File: src/rtl/uart_rx.sv
// uart_rx: 8N1 serial receiver with runtime baud divisor.
// One bit period is (baud_rate+1) clk cycles. The start bit is validated at its
// midpoint, and every later bit is sampled one full period after the previous
// sample. This places each sample near the middle of its bit.
// Optional feature macro: UART_RX_OVERRUN_EN adds a sticky overrun flag.
module uart_rx #(
  parameter int SYNC_STAGES = 2
) (
  input  logic        clk,
  input  logic        rst_n,
  input  logic        RX,
  input  logic [15:0] baud_rate,
  input  logic        clr_rdy,
  output logic [7:0]  rx_data,
  output logic        rdy,
  output logic        frm_err
`ifdef UART_RX_OVERRUN_EN
  ,
  output logic        overrun
`endif
);

  typedef enum logic [1:0] {IDLE, START, RECV} state_t;

  state_t                 state, state_nxt;
  logic [SYNC_STAGES-1:0] sync;
  logic                   rx_s, rx_prev, fall;
  logic [15:0]            baud_cnt;
  logic [3:0]             bit_cnt;
  logic [7:0]             shift_reg;
  logic                   cnt_clr, start_ok, sample, done;

  assign rx_s = sync[SYNC_STAGES-1];
  assign fall = rx_prev & ~rx_s;

  // RX metastability synchronizer plus the edge-detect history flop; both idle high
  always_ff @(posedge clk or negedge rst_n) begin
    if (!rst_n) begin
      sync    <= '1;
      rx_prev <= 1'b1;
    end else begin
      sync    <= {sync[SYNC_STAGES-2:0], RX};
      rx_prev <= rx_s;
    end
  end

  // FSM state register
  always_ff @(posedge clk or negedge rst_n) begin
    if (!rst_n) state <= IDLE;
    else        state <= state_nxt;
  end

  // Next-state and per-cycle control strobes
  always_comb begin
    state_nxt = state;
    cnt_clr   = 1'b0;
    start_ok  = 1'b0;
    sample    = 1'b0;
    done      = 1'b0;
    case (state)
      IDLE: begin
        if (fall) begin
          state_nxt = START;
          cnt_clr   = 1'b1;
        end
      end
      START: begin
        // The start bit must still be low at its midpoint; otherwise treat it as a glitch.
        if (baud_cnt == {1'b0, baud_rate[15:1]}) begin
          cnt_clr = 1'b1;
          if (rx_s) begin
            state_nxt = IDLE;
          end else begin
            state_nxt = RECV;
            start_ok  = 1'b1;
          end
        end
      end
      RECV: begin
        if (baud_cnt == baud_rate) begin
          cnt_clr = 1'b1;
          sample  = 1'b1;
          if (bit_cnt == 4'd8) begin
            done      = 1'b1;
            state_nxt = IDLE;
          end
        end
      end
      default: state_nxt = IDLE;
    endcase
  end

  // Bit-period counter, bit index and LSB-first shift register
  always_ff @(posedge clk or negedge rst_n) begin
    if (!rst_n) begin
      baud_cnt  <= '0;
      bit_cnt   <= '0;
      shift_reg <= '0;
    end else begin
      if (cnt_clr)             baud_cnt <= '0;
      else if (state != IDLE)  baud_cnt <= baud_cnt + 16'd1;
      if (start_ok)            bit_cnt  <= '0;
      else if (sample)         bit_cnt  <= bit_cnt + 4'd1;
      if (sample && bit_cnt < 4'd8) shift_reg <= {rx_s, shift_reg[7:1]};
    end
  end

  // Output registers: byte and framing status update on the stop-bit sample.
  // A new completion takes priority over a simultaneous acknowledge.
  always_ff @(posedge clk or negedge rst_n) begin
    if (!rst_n) begin
      rx_data <= 8'h00;
      frm_err <= 1'b0;
      rdy     <= 1'b0;
    end else begin
      if (done) begin
        rx_data <= shift_reg;
        frm_err <= ~rx_s;
      end
      if (done)         rdy <= 1'b1;
      else if (clr_rdy) rdy <= 1'b0;
    end
  end

`ifdef UART_RX_OVERRUN_EN
  // Overrun: a byte lands while the previous one is still unacknowledged
  always_ff @(posedge clk or negedge rst_n) begin
    if (!rst_n)                       overrun <= 1'b0;
    else if (done && rdy && !clr_rdy) overrun <= 1'b1;
    else if (clr_rdy)                 overrun <= 1'b0;
  end
`endif

endmodule
File: config.mk
export PLATFORM = sky130hd
export DESIGN_NAME = uart_rx
export DESIGN_NICKNAME = d
export VERILOG_FILES = /design/src/rtl/uart_rx.sv
export SDC_FILE = /design/constraint.sdc
export NUM_CORES = 1
export LEC_CHECK = 0
export ABC_CLOCK_PERIOD_IN_PS = 2300
export BUFFER_PORTS_ARGS = -buffer_cell sky130_fd_sc_hd__buf_2
export CORE_MARGIN = 3
export CORE_UTILIZATION = 45
export CTS_BUF_LIST = sky130_fd_sc_hd__clkbuf_4
export DETAILED_ROUTE_END_ITERATION = 8
export PLACE_DENSITY = 0.73
export SYNTH_ARGS = -nofsm -noshare
export SYNTH_HDL_FRONTEND = slang
export SYNTH_SLANG_ARGS = --single-unit
File: constraint.sdc
create_clock -name clk -period 2.3 [get_ports clk]
set_input_delay 0.345 -clock clk [delete_from_list [all_inputs] [get_ports clk]]
set_output_delay 0.345 -clock clk [all_outputs]
set_load 0.05 [all_outputs]
# Word level (Yosys, flattened, before mapping)
# Index checks and enable logic that the tools add are counted.
# W data, S select, Z words.
# totals
reg_bits,43
input_bits,20
output_inout_bits,10
# classes
add_sub_neg,2
order_cmp,1
n_eq_ne,9
n_mux,23
bitwise,2
n_reduce_logical,7
# op_table
operator,n
$mux W16,2
$add A16 B1 Y16 const B,1
$eq A16 B15 Y1,1
$eq A16 B16 Y1,1
$mux W1,12
$mux W2,5
$mux W4,2
$ne A2 B2 Y1 const B,4
$reduce_bool A2 Y1,4
$pmux W2 S3,1
$add A4 B1 Y4 const B,1
$eq A4 B4 Y1 const B,1
$lt A4 B4 Y1 const B,1
$reduce_and A4 Y1,1
$pmux W1 S3,1
$eq A2 B1 Y1 const B,1
$eq A2 B2 Y1 const B,1
$logic_not A2 Y1,1
$and A1 B1 Y1,1
$logic_and A1 B1 Y1,1
$not A1 Y1,1

# Longest topological paths before layout
# Gate-level depths: netlist (run 1).
# depth
ltp_word,5
depth_mapped,8

# Least setup slack after synthesis (run 1)
# OpenSTA, ideal clock, no wires.
# synth_timing
kind,register to register
start,register baud_cnt[0]
end,register baud_cnt[10]
setup_ps,119
t_arrival_ps,2116
t_required_ps,2181
setup_slack_ps,65
path_stages_with_launch,8
path_buffers,1
period_less_slack_ps,2235
path_cell_list,dfrtp_1 > xor2_1 > or4_1 > or4_1 > or2_4 > o211ai_4 > buf_6 > nor2_1
# synth_via
elab_chain_cells,4
# synth_rtl
item,line_no,rtl
start: declaration,28,logic [15:0] baud_cnt;
start signal: assignment,101,else if (state != IDLE) baud_cnt <= baud_cnt + 16'd1;
"parallel branches: the longest is 4 deep, another holds $add A16 B1 Y16",-,
# Several ways; the timed one is not identified. The select of a mux whose other input is x is not followed.
# A chain may end at the register's enable or synchronous reset.

# Final worst setup path (run 1)
# Ends and elaborated chain as after synthesis.

==> impl_metrics.csv, run 1 <==
group,metric,value,unit
hold_path,min_from,"RX",
routing,routed_wl,4530,um
finish,fin_nets,285,
critical_path,startpoint,"baud_cnt[0]",
routing,drc,0,
clock_tree,cts_buffers,5,
timing,fmax,437,MHz
place,hpwl,3490,um
floorplan,ioPinCount,30,
timing,finalSetupTns,0,ns
synthesis,ys_types,38,
hold_path,hp-class,"in -> reg",
timing,period_needed,2.29,ns
synthesis,ys_ff_latch,43,
finish,syn2layout_area_growth,26.3,%
routing,avgRoutedWirePerCell,13.7,um
synthesis,ys.flop_type,"dfrtp_1",
critical_path,reg2reg_slack,0.009,ns
grt,grt_max_degree,19,
timing,setup_viol,0,
run_status,status,"completed",
timing,report.final.slew_viol_count,0,
critical_path,arrival,2.53,ns
grt,antenna_found_initial,0,
finish,largest_register_ffs,16,
timing,finalCritPeriodShare,99.6,%
synthesis,yosysWarnings,0,
grt,gr-usage-all-layers,16.2,%
critical_path,cp-end-kind,"register",
place,portBuffers,29,
floorplan,die_w,77,um
synthesis,avgSynthCellArea,11.1,um^2
timing,clock_skew,0.0130,ns
power_and_ir_drop,ir_drop,0.347,mV
finish,final_common_cell,"dfrtp_1",
routing,viasPerCell,4.99,
clock_tree,clock_latency,0.35,ns
grt,grt_remaining_overflow,0,
floorplan,start_util,47.4,%
power_and_ir_drop,finalPower,1.92,mW
finish,final_layout_size_suffix_gt1_share,36.5,%
flow_run,max_cap_viol_count,0,
timing,worst_slew_pin_slew,0.532,ns
grt,grt_pass1_vias,1677,
synthesis,syn_area,0.00227,mm^2
synthesis,synth_edf_count,0,
finish,layoutNonFillerInstCount,330,
routing,drt_iter0_markers,114,
clock_tree,cts_root_buffer,"clkbuf_4",
place,gp_congestion,0.835,
finish,mostFrequentLayoutCells,"dfrtp_1 (39), xnor2_1 (31), buf_2 (29), nor2_1 (20), buf_4 (20)",
timing,hold_viol_final,0,
routing,drtAntennaViolNets,0,
critical_path,start_kind,"register",
power_and_ir_drop,cellPowerDensity,669,mW/mm^2
floorplan,core_area,0.00479,mm^2
critical_path,r2r_start,"baud_cnt[0]",
synthesis,syn-instance-count,205,
routing,vias,1646,
clock_tree,htree_levels,2,
floorplan,fp.dieH,77,um
place,dp.cells,316,
power_and_ir_drop,p_leak,1.38,nW
critical_path,crit_fanout,13,
clock_tree,cts_sinks,43,
timing,rsz0062_at_grt,"true",
synthesis,async_flop_share,100,%
critical_path,worst_ep_required_time,2.54,ns
timing,slew_headroom,64.4,%
synthesis,synth_fp_nets,228,
floorplan,dieArea,0.00593,mm^2
critical_path,crit_type,"reg -> reg",
clock_tree,clkSlewWorstSetupHoldPaths,0.13,ns
routing,first_pass_iters,4,
clock_tree,ctsLongestPathBuffers,2,
synthesis,ys_seq_area_share,47.6,%
clock_tree,cts_tree,"yes",
finish,antennaDiodeCount,0,
grt,grt_pass1_wl,7720,um
floorplan,rows,25,
## synthesized netlist by cell type (2+ instances only)
cell type  number  area [um^2]
ha_1            3         37.5
nor2b_1         2         12.5
nor3_1          2         10.0
nand4_1         8         50.1
or4_1           2         15.0
a21oi_1         3         15.0
and3_1          9         56.3
clkbuf_1        5         18.8
nor2_1         20         75.1
dfrtp_1        40         1000
mux2_2         17          191
o21ai_0         2         10.0
xor2_1         11         96.3
inv_1           8         30.0
dfstp_2         3         78.8
mux2i_1         2         20.0
nand3_1         5         25.0
nand2_1         9         33.8
xnor2_1        34          298
a21o_1          2         15.0
## logic make-up (layout without fill, tap and decap cells)
| logic type | after synthesis | after routing | share of synthesized area [%] |
|---|---|---|---|
| AOI/OAI and AO/OA | 14 | 14 | 4.80 |
| buffers and inverters | 14 | 72 | 2.65 |
| adders and majority gates | 3 | 3 | 1.65 |
| xor gates and xnor gates | 45 | 45 | 17.4 |
| DFF | 43 | 43 | 47.6 |
| and+or+nand+nor | 67 | 67 | 16.6 |
| muxes | 19 | 19 | 9.32 |
## power by group
group / total, mW / internal (mW) / switching (mW)
combinational: 0.427 / 0.243 / 0.183
sequential: 0.900 / 0.819 / 0.0817
clock: 0.589 / 0.351 / 0.238
total: 1.92 / 1.41 / 0.503
## layer usage
metal | up-vias | part of all wire, % | global-route usage (%)
li1 | 808 | - | -
met1 | 785 | 46 | 21.3
met2 | 44 | 49 | 26.9
met3 | 9 | 3.7 | 3.64
met4 | 0 | 2.0 | 4.80
met5 | - | 0 | 0
## path summary, 6_finish.rpt
kind	to	cells past startpoint
setup / recovery	baud_cnt[10]	7
hold / removal	sync[0]	1
setup reg to reg	baud_cnt[10]	7
hold reg to reg	sync[1]	0
max in group asynchronous	sync[1]	3
min in group asynchronous	baud_cnt[3]	2
## repair_timing
item | CTS | global route
hold buffers | 1 | 0
pin swaps | 0 | 3
buffers inserted | 0 | 5
gates resized for setup | 2 | 15
endpoints found under the setup margin | 13 | 21
hold endpoints to repair | 10 | 0
## final cells by class
| class | count | area, um^2 |
|---|---|---|
| Multi-Input combinational cell | 148 | 1180 |
| Tap cell | 67 | 83.8 |
| Sequential cell | 43 | 1080 |
| Timing Repair Buffer | 56 | 382 |
| Clock buffer | 6 | 45.0 |
| Fill cell | 413 | 1920 |
| Inverter | 8 | 30.0 |
| Clock inverter | 2 | 60.1 |
## critical path: stages (launching register included)
cell and delay (ns):
dfrtp_1 0.41, xor2_1 0.15, or4_4 0.52, or4_4 0.44, or2_4 0.26, o211ai_4 0.19, buf_12 0.16, nor2_1 0.05
## metrics by stage
step	cell area, um^2	hold slack, ns	util [%]	setup slack [ns]
after detailed placement	2640	0.235	55.1	-0.103
after floorplan	2270	0.0494	-	0.0654
after global placement	2640	0.234	55.1	-0.0443
final	2860	0.0924	59.8	0.00926
after global routing	2860	0.0582	59.8	-0.0790
after CTS	2760	0.0682	57.7	0.00912
No activity file was read; power rests on OpenSTA's default activity.
==> run 2, diff against run 1 <==
--- a/config.mk
+++ b/config.mk
@@ -11,7 +11,8 @@
 export CORE_UTILIZATION = 45
 export CTS_BUF_LIST = sky130_fd_sc_hd__clkbuf_4
 export DETAILED_ROUTE_END_ITERATION = 8
-export PLACE_DENSITY = 0.73
+export GPL_TIMING_DRIVEN = 0
+export PLACE_DENSITY = 0.67
 export SYNTH_ARGS = -nofsm -noshare
 export SYNTH_HDL_FRONTEND = slang
 export SYNTH_SLANG_ARGS = --single-unit
==> run 2 against run 1 <==
  * The run now ends with negative setup slack left
  * Sequential share of layout area increased by 2.0 points
  * Setup slack got worse by 0.056 ns
  * Via count decreased by 3.2%
  * Sequential cell count unchanged
  * Utilization decreased by 2.9 points
  * Hold slack got worse by 0.011 ns
  * Wire length decreased by 3.5%
  * Clock skew decreased by 0.0078 ns
  * Maximum frequency decreased by 2.4%
  * Final area decreased by 4.9%
==> impl_metrics.csv, run 2 (synthesis gave the netlist of run 1 again) <==
group,metric,value,unit
run_status,status,"finished with violations",
run_status,violations,"negative setup slack",
floorplan,dieArea,0.00593,mm^2
grt,grt_max_degree,44,
floorplan,core_area,0.00479,mm^2
flow_run,max_cap_viol_count,0,
place,portBuffers,29,
critical_path,r2r_start,"baud_cnt[9]",
timing,period_needed,2.35,ns
finish,mostFrequentLayoutCells,"dfrtp_1 (38), xnor2_1 (33), buf_2 (29), mux2_2 (17), nor2_1 (15)",
power_and_ir_drop,cellPowerDensity,638,mW/mm^2
floorplan,start_util,47.4,%
routing,avgRoutedWirePerCell,13.7,um
power_and_ir_drop,ir_drop,0.375,mV
clock_tree,cts_tree,"yes",
routing,vias,1593,
routing,first_pass_iters,4,
clock_tree,cts_hold_buf,0,
critical_path,reg2reg_slack,-0.05,ns
finish,final_common_cell,"dfrtp_1",
place,dp.cells,301,
routing,drt_iter0_markers,74,
critical_path,crit_type,"reg -> reg",
finish,fin_nets,273,
critical_path,cp-end-kind,"register",
grt,grt_pass1_vias,1620,
place,dpl_cell_area,0.00250,mm^2
power_and_ir_drop,p_switching,496,uW
timing,hold_viol_final,0,
timing,report.final.slew_viol_count,0,
power_and_ir_drop,p_int,1.24,mW
power_and_ir_drop,combPwrFrac,19.6,%
critical_path,crit_fanout,5,
clock_tree,cts_root_buffer,"clkbuf_4",
grt,antenna_found_initial,0,
floorplan,rows,25,
finish,syn2layout_area_growth,20.1,%
timing,rsz0062_at_grt,"true",
critical_path,arrival,2.60,ns
clock_tree,clkSlewWorstSetupHoldPaths,0.13,ns
power_and_ir_drop,netSwitchingFraction,28.5,%
timing,finalCritPeriodShare,102,%
hold_path,hp-class,"in -> reg",
timing,holdWs,0.0810,ns
clock_tree,ctsLongestPathBuffers,2,
finish,largest_register_ffs,16,
timing,slew_headroom,38.0,%
timing,worst_slack,-0.0466,ns
critical_path,worst_ep_required_time,2.55,ns
clock_tree,htree_levels,2,
power_and_ir_drop,clkPwrFrac,27.5,%
critical_path,start_kind,"register",
routing,drtAntennaViolNets,0,
timing,clock_skew,0.00519,ns
critical_path,reg2reg_to,"baud_cnt[12]",
finish,fin_area,0.00272,mm^2
routing,drc,0,
floorplan,fp.dieH,77,um
critical_path,endpoint,"baud_cnt[12]",
power_and_ir_drop,pwr-share-seq,52.9,%
finish,final_layout_size_suffix_gt1_share,35.9,%
grt,grt_pass1_wl,7420,um
critical_path,startpoint,"baud_cnt[9]",
grt,grt_remaining_overflow,0,
finish,layoutNonFillerInstCount,318,
timing,fmax,426,MHz
finish,antennaDiodeCount,0,
clock_tree,cts_sinks,43,
timing,setup_viol,12,
power_and_ir_drop,p_leak,1.30,nW
routing,routed_wl,4370,um
place,hpwl,3050,um
critical_path,reg2reg_depth,7,
floorplan,ioPinCount,30,
floorplan,die_w,77,um
clock_tree,clock_latency,0.35,ns
timing,worst_slew_pin_slew,0.929,ns
routing,viasPerCell,5.01,
place,gp_congestion,0.786,
grt,gr-usage-all-layers,15.5,%
power_and_ir_drop,finalPower,1.74,mW
clock_tree,cts_buffers,5,
==> run 2: changes by cell type in the layout (fill, tap and decap cells not counted), sizes merged <==
cell	delta
bufinv	-1
buf	-12
clkinv	+2
dlygate4sd3	-1
==> run 2: worst max-delay path, stage by stage (launching register included) <==
cell      delay [ns]
dfrtp_2         0.46
xor2_2          0.15
or4_4           0.48
or4_4           0.44
or2_4           0.27
o211ai_4        0.24
buf_6           0.18
nor2_2          0.03
==> run 2: power by group through the flow <==
stage	combinational [mW]	sequential, mW	clock [mW]
final	0.341	0.920	0.477
after CTS	0.341	0.904	0.500
after floorplan	0.265	0.882	0
after global routing	0.382	0.931	0.531
after global placement	0.339	0.900	0
after detailed placement	0.346	0.900	0
==> run 2: timing repair <==
item | 4_1_cts | 5_1_grt
setup endpoints to repair | 36 | 38
cloned | 1 | 0
resized for setup | 7 | 11
buffers inserted | 9 | 3
pin swaps | 9 | 4
==> run 2: worst min path at each step <==
stage / to / from / slack [ns] / depth (start not counted)
after CTS: sync[0] / RX / 0.06 / 1
after floorplan: baud_cnt[0] / rst_n / 0.05 / 0
after global placement: sync[1] / sync[0] / 0.35 / 0
after global routing: sync[0] / RX / 0.04 / 1
final: sync[0] / RX / 0.08 / 1
after detailed placement: sync[1] / sync[0] / 0.35 / 0
==> run 2: metrics by stage <==
stage	util, %	setup WS (ns)	TNS, ns
after CTS	55.7	-0.0628	-0.981
after detailed placement	52.2	-0.380	-7.08
after global placement	52.2	-0.328	-6.56
after global routing	56.9	-0.0967	-1.17
after floorplan	-	0.0654	0
final	56.9	-0.0466	-0.522
==> run 2: per-layer routing <==
| layer | routed length, um | track usage, % | up-vias |
|---|---|---|---|
| li1 | - | - | 783 |
| met1 | 2050 | 20.3 | 766 |
| met2 | 2030 | 25.2 | 38 |
| met3 | 238 | 4.58 | 6 |
| met4 | 50 | 4.09 | 0 |
| met5 | 0 | 0 | - |
==> run 2: layout make-up <==
class,instances,area [um^2]
tap,67,83.8
timing repair buffer,42,250
buffer,2,15.0
fill,437,2060
clock buffer,5,37.5
sequential,43,1080
clock inverter,3,43.8
multi-input combinational,148,1180
inverter,8,30.0
==> run 3, diff against run 2 <==
--- a/config.mk
+++ b/config.mk
@@ -13,6 +13,7 @@
 export DETAILED_ROUTE_END_ITERATION = 8
 export GPL_TIMING_DRIVEN = 0
 export PLACE_DENSITY = 0.67
+export SETUP_SLACK_MARGIN = 0.05
 export SYNTH_ARGS = -nofsm -noshare
 export SYNTH_HDL_FRONTEND = slang
 export SYNTH_SLANG_ARGS = --single-unit
==> run 3 against run 2 <==
  * The run still ends with negative setup slack left
  * Setup slack better by 0.019 ns
  * Global-route usage rose by 0.15 points
  * Sequential power is essentially flat
  * Count of clock-buffer cells in the layout is the same
  * Clock skew shrank 0.00061 ns
  * Register-to-register slack gained 0.02 ns
  * Hold slack worse by 0.00098 ns
  * Highest routed layer unchanged
==> impl_metrics.csv, run 3 (synthesis gave the netlist of run 1 again) <==
group,metric,value,unit
run_status,status,"finished with violations",
run_status,violations,"negative setup slack",
routing,routed_wl,4390,um
clock_tree,cts_root_buffer,"clkbuf_4",
power_and_ir_drop,cellPowerDensity,638,mW/mm^2
floorplan,core_area,0.00479,mm^2
finish,fin_nets,273,
place,portBuffers,29,
clock_tree,clock_latency,0.35,ns
routing,drc,0,
routing,avgRoutedWirePerCell,13.8,um
floorplan,die_w,77,um
finish,final_layout_size_suffix_gt1_share,33.5,%
timing,hold_viol_final,0,
finish,mostFrequentLayoutCells,"dfrtp_1 (38), xnor2_1 (33), buf_2 (29), nor2_1 (20), mux2_2 (17)",
timing,finalCritPeriodShare,101,%
grt,grt_pass1_vias,1627,
timing,rsz0062_at_grt,"true",
power_and_ir_drop,ir_drop,0.373,mV
finish,antennaDiodeCount,0,
routing,vias,1599,
timing,clock_skew,0.00458,ns
finish,final_util,56.8,%
grt,antenna_found_initial,0,
clock_tree,cts_hold_buf,0,
clock_tree,ctsLongestPathBuffers,2,
floorplan,start_util,47.4,%
routing,drt_iter0_markers,74,
routing,first_pass_iters,4,
flow_run,max_cap_viol_count,0,
finish,final_common_cell,"dfrtp_1",
place,gp_congestion,0.786,
floorplan,dieArea,0.00593,mm^2
grt,grt_max_degree,44,
timing,setup_viol,12,
critical_path,arrival,2.58,ns
clock_tree,htree_levels,2,
clock_tree,cts_sinks,43,
timing,period_needed,2.33,ns
power_and_ir_drop,finalPower,1.73,mW
grt,gr-usage-all-layers,15.7,%
finish,syn2layout_area_growth,19.7,%
grt,grt_remaining_overflow,0,
finish,largest_register_ffs,16,
critical_path,worst_ep_required_time,2.55,ns
floorplan,ioPinCount,30,
timing,worst_slack,-0.0276,ns
timing,fmax,430,MHz
hold_path,hp-class,"in -> reg",
clock_tree,cts_buffers,5,
timing,report.final.slew_viol_count,0,
place,hpwl,3050,um
power_and_ir_drop,p_leak,1.29,nW
finish,fin_area,0.00272,mm^2
timing,worst_slew_pin_slew,0.930,ns
critical_path,cp-end-kind,"register",
grt,grt_pass1_wl,7470,um
critical_path,crit_fanout,5,
place,dpl_cell_area,0.00250,mm^2
critical_path,start_kind,"register",
clock_tree,clkSlewWorstSetupHoldPaths,0.13,ns
routing,viasPerCell,5.03,
critical_path,crit_type,"reg -> reg",
clock_tree,cts_tree,"yes",
routing,drtAntennaViolNets,0,
timing,slew_headroom,38.0,%
floorplan,fp.dieH,77,um
floorplan,rows,25,
==> run 3: power breakdown <==
| group | internal [mW] | switching (mW) |
|---|---|---|
| sequential | 0.819 | 0.0999 |
| combinational | 0.192 | 0.144 |
| clock | 0.229 | 0.249 |
==> run 3: what timing repair did <==
action	in CTS	in global routing
pin swaps	10	4
resized for setup	7	7
setup buffers	10	2
endpoints found under the setup margin	39	38
cloned	1	0
==> run 3: worst max-delay path: stages, from the launching register on <==
cell	delay, ns
dfrtp_1	0.42
xor2_1	0.14
or4_4	0.52
or4_4	0.44
or2_4	0.26
o211ai_4	0.24
buf_6	0.16
nor2_1	0.05
==> run 3: through the flow <==
step | std cells | setup TNS, ns | hold WS [ns] | setup WS [ns]
2_1_floorplan | 205 | 0 | 0.0494 | 0.0654
3_3_place_gp | 301 | -6.56 | 0.347 | -0.328
3_5_place_dp | 301 | -7.08 | 0.349 | -0.380
4_1_cts | 318 | -0.602 | 0.0556 | -0.0555
5_1_grt | 318 | -1.03 | 0.0385 | -0.0864
6_report | 318 | -0.250 | 0.0800 | -0.0276
==> run 3: path summary, 6_finish.rpt <==
check	start	end	slack, ns	cells after the start
worst max register to register	baud_cnt[2]	baud_cnt[13]	-0.03	7
min in group asynchronous	rst_n	baud_cnt[1]	0.12	1
worst max-delay path	baud_cnt[2]	baud_cnt[13]	-0.03	7
worst min register to register	sync[0]	sync[1]	0.37	0
worst min-delay path	RX	sync[0]	0.08	1
max in group asynchronous	rst_n	baud_cnt[9]	1.54	1
==> run 3: final cells by class <==
cell class              instances  area [um^2]
plain buffers                   2         15.0
clock buffers                   5         37.5
clock inverters                 3         43.8
fillers                       438         2070
inverters                       8         30.0
multi-input cells             148         1170
flip-flops and latches         43         1080
well taps                      67         83.8
repair buffers                 42          254
==> run 3: per-layer routing <==
| layer | share of wire [%] | GRT usage, % | vias to the layer above | routed length, um |
|---|---|---|---|---|
| met5 | 0 | 0 | - | 0 |
| li1 | - | - | 788 | - |
| met4 | 1.2 | 4.09 | 0 | 51 |
| met3 | 5.3 | 4.58 | 6 | 234 |
| met1 | 47 | 20.4 | 766 | 2080 |
| met2 | 46 | 25.6 | 39 | 2030 |
